`src/rtl/rice_core_execute_stage.sv`:
```
// rtl/rice_core_execute_stage.sv - rice core execute stage with operand/result registers and bypass taps
//
// Contents:
//   rice_core_pkg            ALU command/source encodings and the packed alu_operation bundle.
//   rice_core_alu            Combinational ALU. Operand 1 is rs1, pc or zero. Operand 2 is rs2 or imm.
//   rice_core_execute_stage  Two-register execute stage between decode and writeback.
//
// rice_core_execute_stage ports:
//   i_clk, i_rst           clock, asynchronous active-high reset
//   i_flush                drop every in-flight instruction at the next edge
//   i_id_*  / o_id_ready   decode handshake and decoded payload (pc, operands, op, rd)
//   o_wb_*  / i_wb_ready   writeback handshake and result payload
//   o_fwd_ex_*             bypass tap from the operand stage (combinational ALU result)
//   o_fwd_wb_*             bypass tap from the result stage

package rice_core_pkg;

    typedef enum logic [3:0] {
        ALU_ADD  = 4'd0,
        ALU_SUB  = 4'd1,
        ALU_SLL  = 4'd2,
        ALU_SLT  = 4'd3,
        ALU_SLTU = 4'd4,
        ALU_XOR  = 4'd5,
        ALU_SRL  = 4'd6,
        ALU_SRA  = 4'd7,
        ALU_OR   = 4'd8,
        ALU_AND  = 4'd9
    } rice_core_alu_command;

    typedef enum logic [1:0] {
        SRC1_RS1  = 2'd0,
        SRC1_PC   = 2'd1,
        SRC1_ZERO = 2'd2
    } rice_core_alu_source_1;

    typedef enum logic [0:0] {
        SRC2_RS2 = 1'b0,
        SRC2_IMM = 1'b1
    } rice_core_alu_source_2;

    // All-zero encodes ADD rs1+rs2, so a cleared operand register yields result 0.
    typedef struct packed {
        rice_core_alu_command  command;
        rice_core_alu_source_1 source_1;
        rice_core_alu_source_2 source_2;
    } rice_core_alu_operation;

endpackage

// Ports:
//   i_pc, i_rs1, i_rs2, i_imm  candidate operands
//   i_operation                command and operand selects
//   o_result                   XLEN-bit result
module rice_core_alu
    import rice_core_pkg::*;
#(
    parameter int XLEN = 32
) (
    input  logic [XLEN-1:0]        i_pc,
    input  logic [XLEN-1:0]        i_rs1,
    input  logic [XLEN-1:0]        i_rs2,
    input  logic [XLEN-1:0]        i_imm,
    input  rice_core_alu_operation i_operation,
    output logic [XLEN-1:0]        o_result
);

    localparam int SHW = $clog2(XLEN);

    logic [XLEN-1:0] op1;
    logic [XLEN-1:0] op2;
    logic [SHW-1:0]  shamt;

    always_comb begin
        case (i_operation.source_1)
            SRC1_RS1: op1 = i_rs1;
            SRC1_PC:  op1 = i_pc;
            default:  op1 = '0;
        endcase

        op2 = (i_operation.source_2 == SRC2_IMM) ? i_imm : i_rs2;

        // Shift amount uses only the low log2(XLEN) bits of operand 2.
        shamt = op2[SHW-1:0];

        case (i_operation.command)
            ALU_ADD:  o_result = op1 + op2;
            ALU_SUB:  o_result = op1 - op2;
            ALU_SLL:  o_result = op1 << shamt;
            ALU_SLT:  o_result = {{(XLEN-1){1'b0}}, ($signed(op1) < $signed(op2))};
            ALU_SLTU: o_result = {{(XLEN-1){1'b0}}, (op1 < op2)};
            ALU_XOR:  o_result = op1 ^ op2;
            ALU_SRL:  o_result = op1 >> shamt;
            ALU_SRA:  o_result = $unsigned($signed(op1) >>> shamt);
            ALU_OR:   o_result = op1 | op2;
            ALU_AND:  o_result = op1 & op2;
            default:  o_result = '0;
        endcase
    end

endmodule

module rice_core_execute_stage
    import rice_core_pkg::*;
#(
    parameter int XLEN = 32
) (
    input  logic                   i_clk,
    input  logic                   i_rst,
    input  logic                   i_flush,

    input  logic                   i_id_valid,
    output logic                   o_id_ready,
    input  logic [XLEN-1:0]        i_id_pc,
    input  logic [XLEN-1:0]        i_id_rs1_value,
    input  logic [XLEN-1:0]        i_id_rs2_value,
    input  logic [XLEN-1:0]        i_id_imm_value,
    input  rice_core_alu_operation i_id_alu_operation,
    input  logic [4:0]             i_id_rd,
    input  logic                   i_id_rd_write,

    output logic                   o_wb_valid,
    input  logic                   i_wb_ready,
    output logic [XLEN-1:0]        o_wb_pc,
    output logic [XLEN-1:0]        o_wb_result,
    output logic [4:0]             o_wb_rd,
    output logic                   o_wb_rd_write,

    output logic                   o_fwd_ex_valid,
    output logic [4:0]             o_fwd_ex_rd,
    output logic [XLEN-1:0]        o_fwd_ex_value,
    output logic                   o_fwd_wb_valid,
    output logic [4:0]             o_fwd_wb_rd,
    output logic [XLEN-1:0]        o_fwd_wb_value
);

    // Stage A: operand register
    logic                   a_valid_q;
    logic                   a_valid_d;
    logic [XLEN-1:0]        a_pc_q;
    logic [XLEN-1:0]        a_rs1_q;
    logic [XLEN-1:0]        a_rs2_q;
    logic [XLEN-1:0]        a_imm_q;
    rice_core_alu_operation a_op_q;
    logic [4:0]             a_rd_q;
    logic                   a_rd_write_q;

    // Stage B: result register
    logic                   b_valid_q;
    logic                   b_valid_d;
    logic [XLEN-1:0]        b_pc_q;
    logic [XLEN-1:0]        b_result_q;
    logic [4:0]             b_rd_q;
    logic                   b_rd_write_q;

    logic                   b_advance;
    logic                   a_advance;
    logic                   id_ready;
    logic                   id_accept;
    logic                   b_load;
    logic [XLEN-1:0]        alu_result;

    rice_core_alu #(
        .XLEN (XLEN)
    ) u_alu (
        .i_pc        (a_pc_q),
        .i_rs1       (a_rs1_q),
        .i_rs2       (a_rs2_q),
        .i_imm       (a_imm_q),
        .i_operation (a_op_q),
        .o_result    (alu_result)
    );

    // i_wb_ready reaches o_id_ready combinationally through b_advance.
    // This lets a full pipe accept in the same cycle WB drains it, so
    // throughput stays at one per cycle.
    always_comb begin
        b_advance = !b_valid_q || i_wb_ready;
        a_advance = a_valid_q && b_advance;
        id_ready  = !i_flush && (!a_valid_q || b_advance);
        id_accept = i_id_valid && id_ready;
        // Flush wins over advance, so B's payload holds during a flush.
        b_load    = a_advance && !i_flush;

        a_valid_d = a_valid_q;
        if (i_flush) begin
            a_valid_d = 1'b0;
        end else if (id_accept) begin
            a_valid_d = 1'b1;
        end else if (a_advance) begin
            a_valid_d = 1'b0;
        end

        b_valid_d = b_valid_q;
        if (i_flush) begin
            b_valid_d = 1'b0;
        end else if (a_advance) begin
            b_valid_d = 1'b1;
        end else if (i_wb_ready && b_valid_q) begin
            b_valid_d = 1'b0;
        end
    end

    always_ff @(posedge i_clk or posedge i_rst) begin
        if (i_rst) begin
            a_valid_q    <= 1'b0;
            a_pc_q       <= '0;
            a_rs1_q      <= '0;
            a_rs2_q      <= '0;
            a_imm_q      <= '0;
            a_op_q       <= '0;
            a_rd_q       <= '0;
            a_rd_write_q <= 1'b0;
            b_valid_q    <= 1'b0;
            b_pc_q       <= '0;
            b_result_q   <= '0;
            b_rd_q       <= '0;
            b_rd_write_q <= 1'b0;
        end else begin
            a_valid_q <= a_valid_d;
            b_valid_q <= b_valid_d;

            if (id_accept) begin
                a_pc_q       <= i_id_pc;
                a_rs1_q      <= i_id_rs1_value;
                a_rs2_q      <= i_id_rs2_value;
                a_imm_q      <= i_id_imm_value;
                a_op_q       <= i_id_alu_operation;
                a_rd_q       <= i_id_rd;
                // x0 is never written, so drop the write enable at capture.
                a_rd_write_q <= i_id_rd_write && (i_id_rd != 5'd0);
            end

            if (b_load) begin
                b_pc_q       <= a_pc_q;
                b_result_q   <= alu_result;
                b_rd_q       <= a_rd_q;
                b_rd_write_q <= a_rd_write_q;
            end
        end
    end

    assign o_id_ready     = id_ready;

    assign o_wb_valid     = b_valid_q;
    assign o_wb_pc        = b_pc_q;
    assign o_wb_result    = b_result_q;
    assign o_wb_rd        = b_rd_q;
    assign o_wb_rd_write  = b_rd_write_q;

    assign o_fwd_ex_valid = a_valid_q && a_rd_write_q;
    assign o_fwd_ex_rd    = a_rd_q;
    assign o_fwd_ex_value = alu_result;

    assign o_fwd_wb_valid = b_valid_q && b_rd_write_q;
    assign o_fwd_wb_rd    = b_rd_q;
    assign o_fwd_wb_value = b_result_q;

endmodule

```
`config.mk`:
```
export PLATFORM = sky130hd
export DESIGN_NAME = rice_core_execute_stage
export DESIGN_NICKNAME = d
export VERILOG_FILES = /design/src/rtl/rice_core_execute_stage.sv
export SDC_FILE = /design/constraint.sdc
export NUM_CORES = 1
export LEC_CHECK = 0
export CAP_MARGIN = 20
export CORE_ASPECT_RATIO = 1.2
export CORE_MARGIN = 1
export CORE_UTILIZATION = 35
export DETAILED_ROUTE_END_ITERATION = 10
export SYNTH_ARGS = -nofsm -noshare
export SYNTH_HDL_FRONTEND = slang
export SYNTH_HIERARCHICAL = 1
export SYNTH_SLANG_ARGS = --single-unit
```
`constraint.sdc`:
```
create_clock -name i_clk -period 21.1 [get_ports i_clk]
set_clock_uncertainty 0.05 [all_clocks]
set_input_delay 4.22 -clock i_clk [delete_from_list [all_inputs] [get_ports i_clk]]
set_output_delay 4.22 -clock i_clk [all_outputs]
set_load 0.02 [all_outputs]
```
==> impl_metrics.toml <==
[drt]
via_count = 16600
routed-wl-met2_mm = 35.7
wl_per_cell_microns = 27.0
met3RoutedLength_mm = 4.84
wirelength_mm = 76.2
drcViolationCount = 0
drt.antenna.violating_nets = 0
viasPerCell = 5.89
wl_met1_mm = 30.6
routed.top_layer = "met4"
first_pass_iters = 6
drtIter0Drc = 1517

[clock_tree]
cts_root_buf = "clkbuf_16"
cts_setup_buffers = 0
clockBufferDepth = 3
cts-resized-gates = 0
cts_tree = "done"
htree_levels = 1
clk_pin_slew_ns = 0.06
cts_hold_buffers = 0
clk_latency_ns = 0.56
cts_sinks = 213
cts_made_buffers = 25

[floorplanning]
die_y_microns = 251
die_area_sq_um = 52700
num_rows = 91
io-pin-count = 294
start_util_pct = 35.4
die_w_microns = 210
core_sq_um = 51200

[timing]
post-route-period-util_pct = 49.6
hold_viol_final = 0
rsz0062_at_grt = "no"
finalSetupTns_ns = 0
max_slew_margin_pct = 28.4
whs_ns = 0.452
fin_crit_ns = 10.47
worstMarginPinSlew_ns = 1.07
clock.fmax_ghz = 0.0955
finalMaxSlewViolations = 0
setup-violations-final = 0

[power_and_ir_drop]
pwr-share-clk_pct = 16.6
seqPwrFrac_pct = 22.8
p_int_mw = 1.36
netSwitchingPower_mw = 1.21
p_per_area_nw_per_um2 = 117
p_comb_share_pct = 60.6
ir_drop_mv = 0.0688
p_sw_share_pct = 46.9
p_leak_nw = 9.47

[final_layout]
fin_nets = 2403
design_area_sq_um = 22100
syn2layout_area_growth_pct = 21.7
drive_above_1_share_pct = 17.3
fillers = 5023
antenna_cells = 0
final_cells = 2823

[setup_path]
reg2reg_to = "o_fwd_wb_value[28]"
max_stage_delay_ns = 0.96
worst-path-max-fanout = 54
path_common_cell = "buf_4"
start_kind = "flip-flop"
critical_path_class = "reg2out"
reg2reg_from = "a_op_q[0]"
cp_cell_sequence = "buf_4, mux2_2, buf_4, ha_1, inv_1, fa_1, nor2b_1, o211a_1, o21a_1, o21ai_1, a2111oi_1, o2111ai_1, a211oi_1, mux2i_1, nand3_1, clkdlybuf4s50_1"
critPathSlowestCell = "a2111oi_1"
cp.arrival_ns = 6.20
reg2reg_slack_ns = 15.66
required_ns = 16.83
reg2regPathDepth = 16
crit_path_end_kind = "primary output"

[grt]
grt_use_total_pct = 28.4
grt_pass1_wl_mm = 112
grt-ovfl-total = 0
antenna_found_initial = 1
grt_max_degree = 83
grt_pass1_vias = 16600

[yosys]
synth_edf_count = 0
synth-simple-area-share_pct = 10.8
synthXorXnorAreaFrac_pct = 1.16
synth-main-ff-cell = "dfrtp_1"
synth-seq-cells = 213
avgSynthCellArea_sq_um = 9.22
synth_nets = 2214
yosysUniqueCellTypes = 89
synthMuxAreaShare_pct = 24.4
synth_top_family_by_area = "multiplexers"
synth_compound_area_share_pct = 19.7
synth_warnings = 6
ys_async_sr_fraction_pct = 100
synth-seq-area-share_pct = 29.4
syn-cell-area_sq_um = 18100
synth_adder_area_share_pct = 7.05
synthCells = 1967

[status]
status = "complete, no violations"

[worst_hold_path]
whs_path_depth = 1
min_to = "a_rs2_q[21]"
hold_path_startpoint = "a_rs2_q[21]"
min_path_type = "reg2reg"

[job]
maxCapViolCount = 0

[placed_design]
gp_congestion = 1.05
io_buffers = 293
dp.cells = 2780
dp_hpwl_mm = 60.0
placed_cell_area_sq_um = 21300
[state kept, by name, indices dropped and copies added, names as in the netlist]
signal and cells:
o_fwd_wb_value 32, o_fwd_ex_rd 5, a_imm_q 32, a_op_q 7
o_wb_valid 1, a_valid_q 1, a_pc_q 32, a_rs2_q 32
o_fwd_wb_rd 5, a_rd_write_q 1, a_rs1_q 32, o_wb_rd_write 1
o_wb_pc 32
[cells by family (layout without fill, tap and decap cells)]
family,count (synthesis),after routing
AOI/OAI and AO/OA,546,546
and+or+nand+nor,442,442
muxes,368,368
buffers and inverters,273,478
DFF,213,213
adders and majority gates,101,101
xor gates and xnor gates,24,24
[how the worst max path moves through the flow]
stage | startpoint | to | slack [ns] | cells after the start
floorplan | i_rst | a_imm_q[0] | 11.01 | 1
global placement | i_wb_ready | o_id_ready | 11.21 | 4
detailed placement | a_op_q[0] | o_fwd_ex_value[30] | 11.22 | 16
CTS | a_op_q[0] | o_fwd_ex_value[30] | 10.62 | 16
global route | a_op_q[0] | o_fwd_ex_value[30] | 10.27 | 16
finish | a_op_q[0] | o_fwd_ex_value[30] | 10.63 | 16
[metrics by stage]
step           power [mW]  utilization (%)  setup slack, ns
6_report             2.57             43.1            10.63
5_1_grt              2.70             43.1            10.27
4_1_cts              2.56             43.1            10.62
3_3_place_gp         2.12             41.5            11.21
2_1_floorplan        1.54                -            11.01
3_5_place_dp         2.12             41.5            11.22
[layout make-up]
class | count | area (sq um) | area share [%]
Multi-Input combinational cell | 1481 | 11500 | 52.1
Clock inverter | 5 | 56.3 | 0.255
Clock buffer | 38 | 734 | 3.33
Timing Repair Buffer | 337 | 3260 | 14.8
Tap cell | 651 | 815 | 3.69
Inverter | 98 | 375 | 1.70
Sequential cell | 213 | 5330 | 24.2
[synthesized netlist by cell type (all sizes together), types with 4 or more instances]
library cell | count | area (sq um)
o221ai | 9 | 78.8
o41ai | 4 | 42.6
inv | 94 | 353
dfrtp | 213 | 5330
nor3 | 47 | 235
a2111oi | 4 | 55.1
or2 | 7 | 43.8
or3 | 4 | 25.0
o21bai | 11 | 82.6
o211a | 4 | 40.0
a211o | 11 | 96.3
clkbuf | 69 | 283
nand2b | 13 | 81.3
a22oi | 25 | 188
nor2b | 11 | 68.8
nor2 | 180 | 676
nand4 | 8 | 50.1
mux2i | 99 | 991
mux2 | 262 | 3280
nand3 | 24 | 120
xnor2 | 20 | 175
a21o | 14 | 105
o21ai | 168 | 845
xor2 | 4 | 35.0
nand2 | 117 | 439
or4 | 5 | 41.3
buf | 106 | 701
ha | 99 | 1240
a21oi | 103 | 515
a31oi | 18 | 128
o31ai | 12 | 90.1
nor4 | 5 | 31.3
o311ai | 10 | 87.6
a211oi | 25 | 188
mux4 | 7 | 158
o21a | 14 | 105
and2 | 6 | 37.5
and3 | 7 | 43.8
o22ai | 15 | 93.8
a221o | 4 | 40.0
clkinv | 4 | 15.0
a221oi | 13 | 114
o211ai | 51 | 388
[routing by layer]
layer,up-vias,GRT usage [%]
met5,-,0
met4,0,16.6
met1,8198,35.2
met2,775,47.3
li1,7496,-
met3,153,3.50
[worst max-delay path, delay by kind of cell, from the launching register on]
kind / cells / cell delay, ns
compound gates: 6 / 2.08
fa+ha+maj: 2 / 0.80
buf+inv: 4 / 1.75
flops: 1 / 0.33
mux: 2 / 0.35
simple gates: 2 / 0.33
[power by group through the flow]
stage,Clock (mW),Sequential [mW],Combinational [mW]
floorplan,0,0.620,0.922
global placement,0,0.592,1.52
detailed placement,0,0.595,1.52
CTS,0.441,0.589,1.53
global route,0.453,0.600,1.64
finish,0.427,0.587,1.56
[layout by cell type, fill, tap and decap left out, types with 17 or more instances in the layout]
cell / count
nand3_1: 24
a22oi_1: 25
mux2_4: 89
nor3_1: 47
clkdlybuf4s50_1: 293
mux2_2: 172
nor2_1: 179
clkbuf_16: 25
inv_1: 90
o211ai_1: 50
a21oi_1: 103
a211oi_1: 25
o21ai_0: 125
dfrtp_1: 211
ha_1: 99
xnor2_1: 20
o21ai_1: 42
mux2i_1: 97
nand2_1: 117
buf_4: 44
a31oi_1: 17
Note: power is estimated with default switching activity, not from simulation.
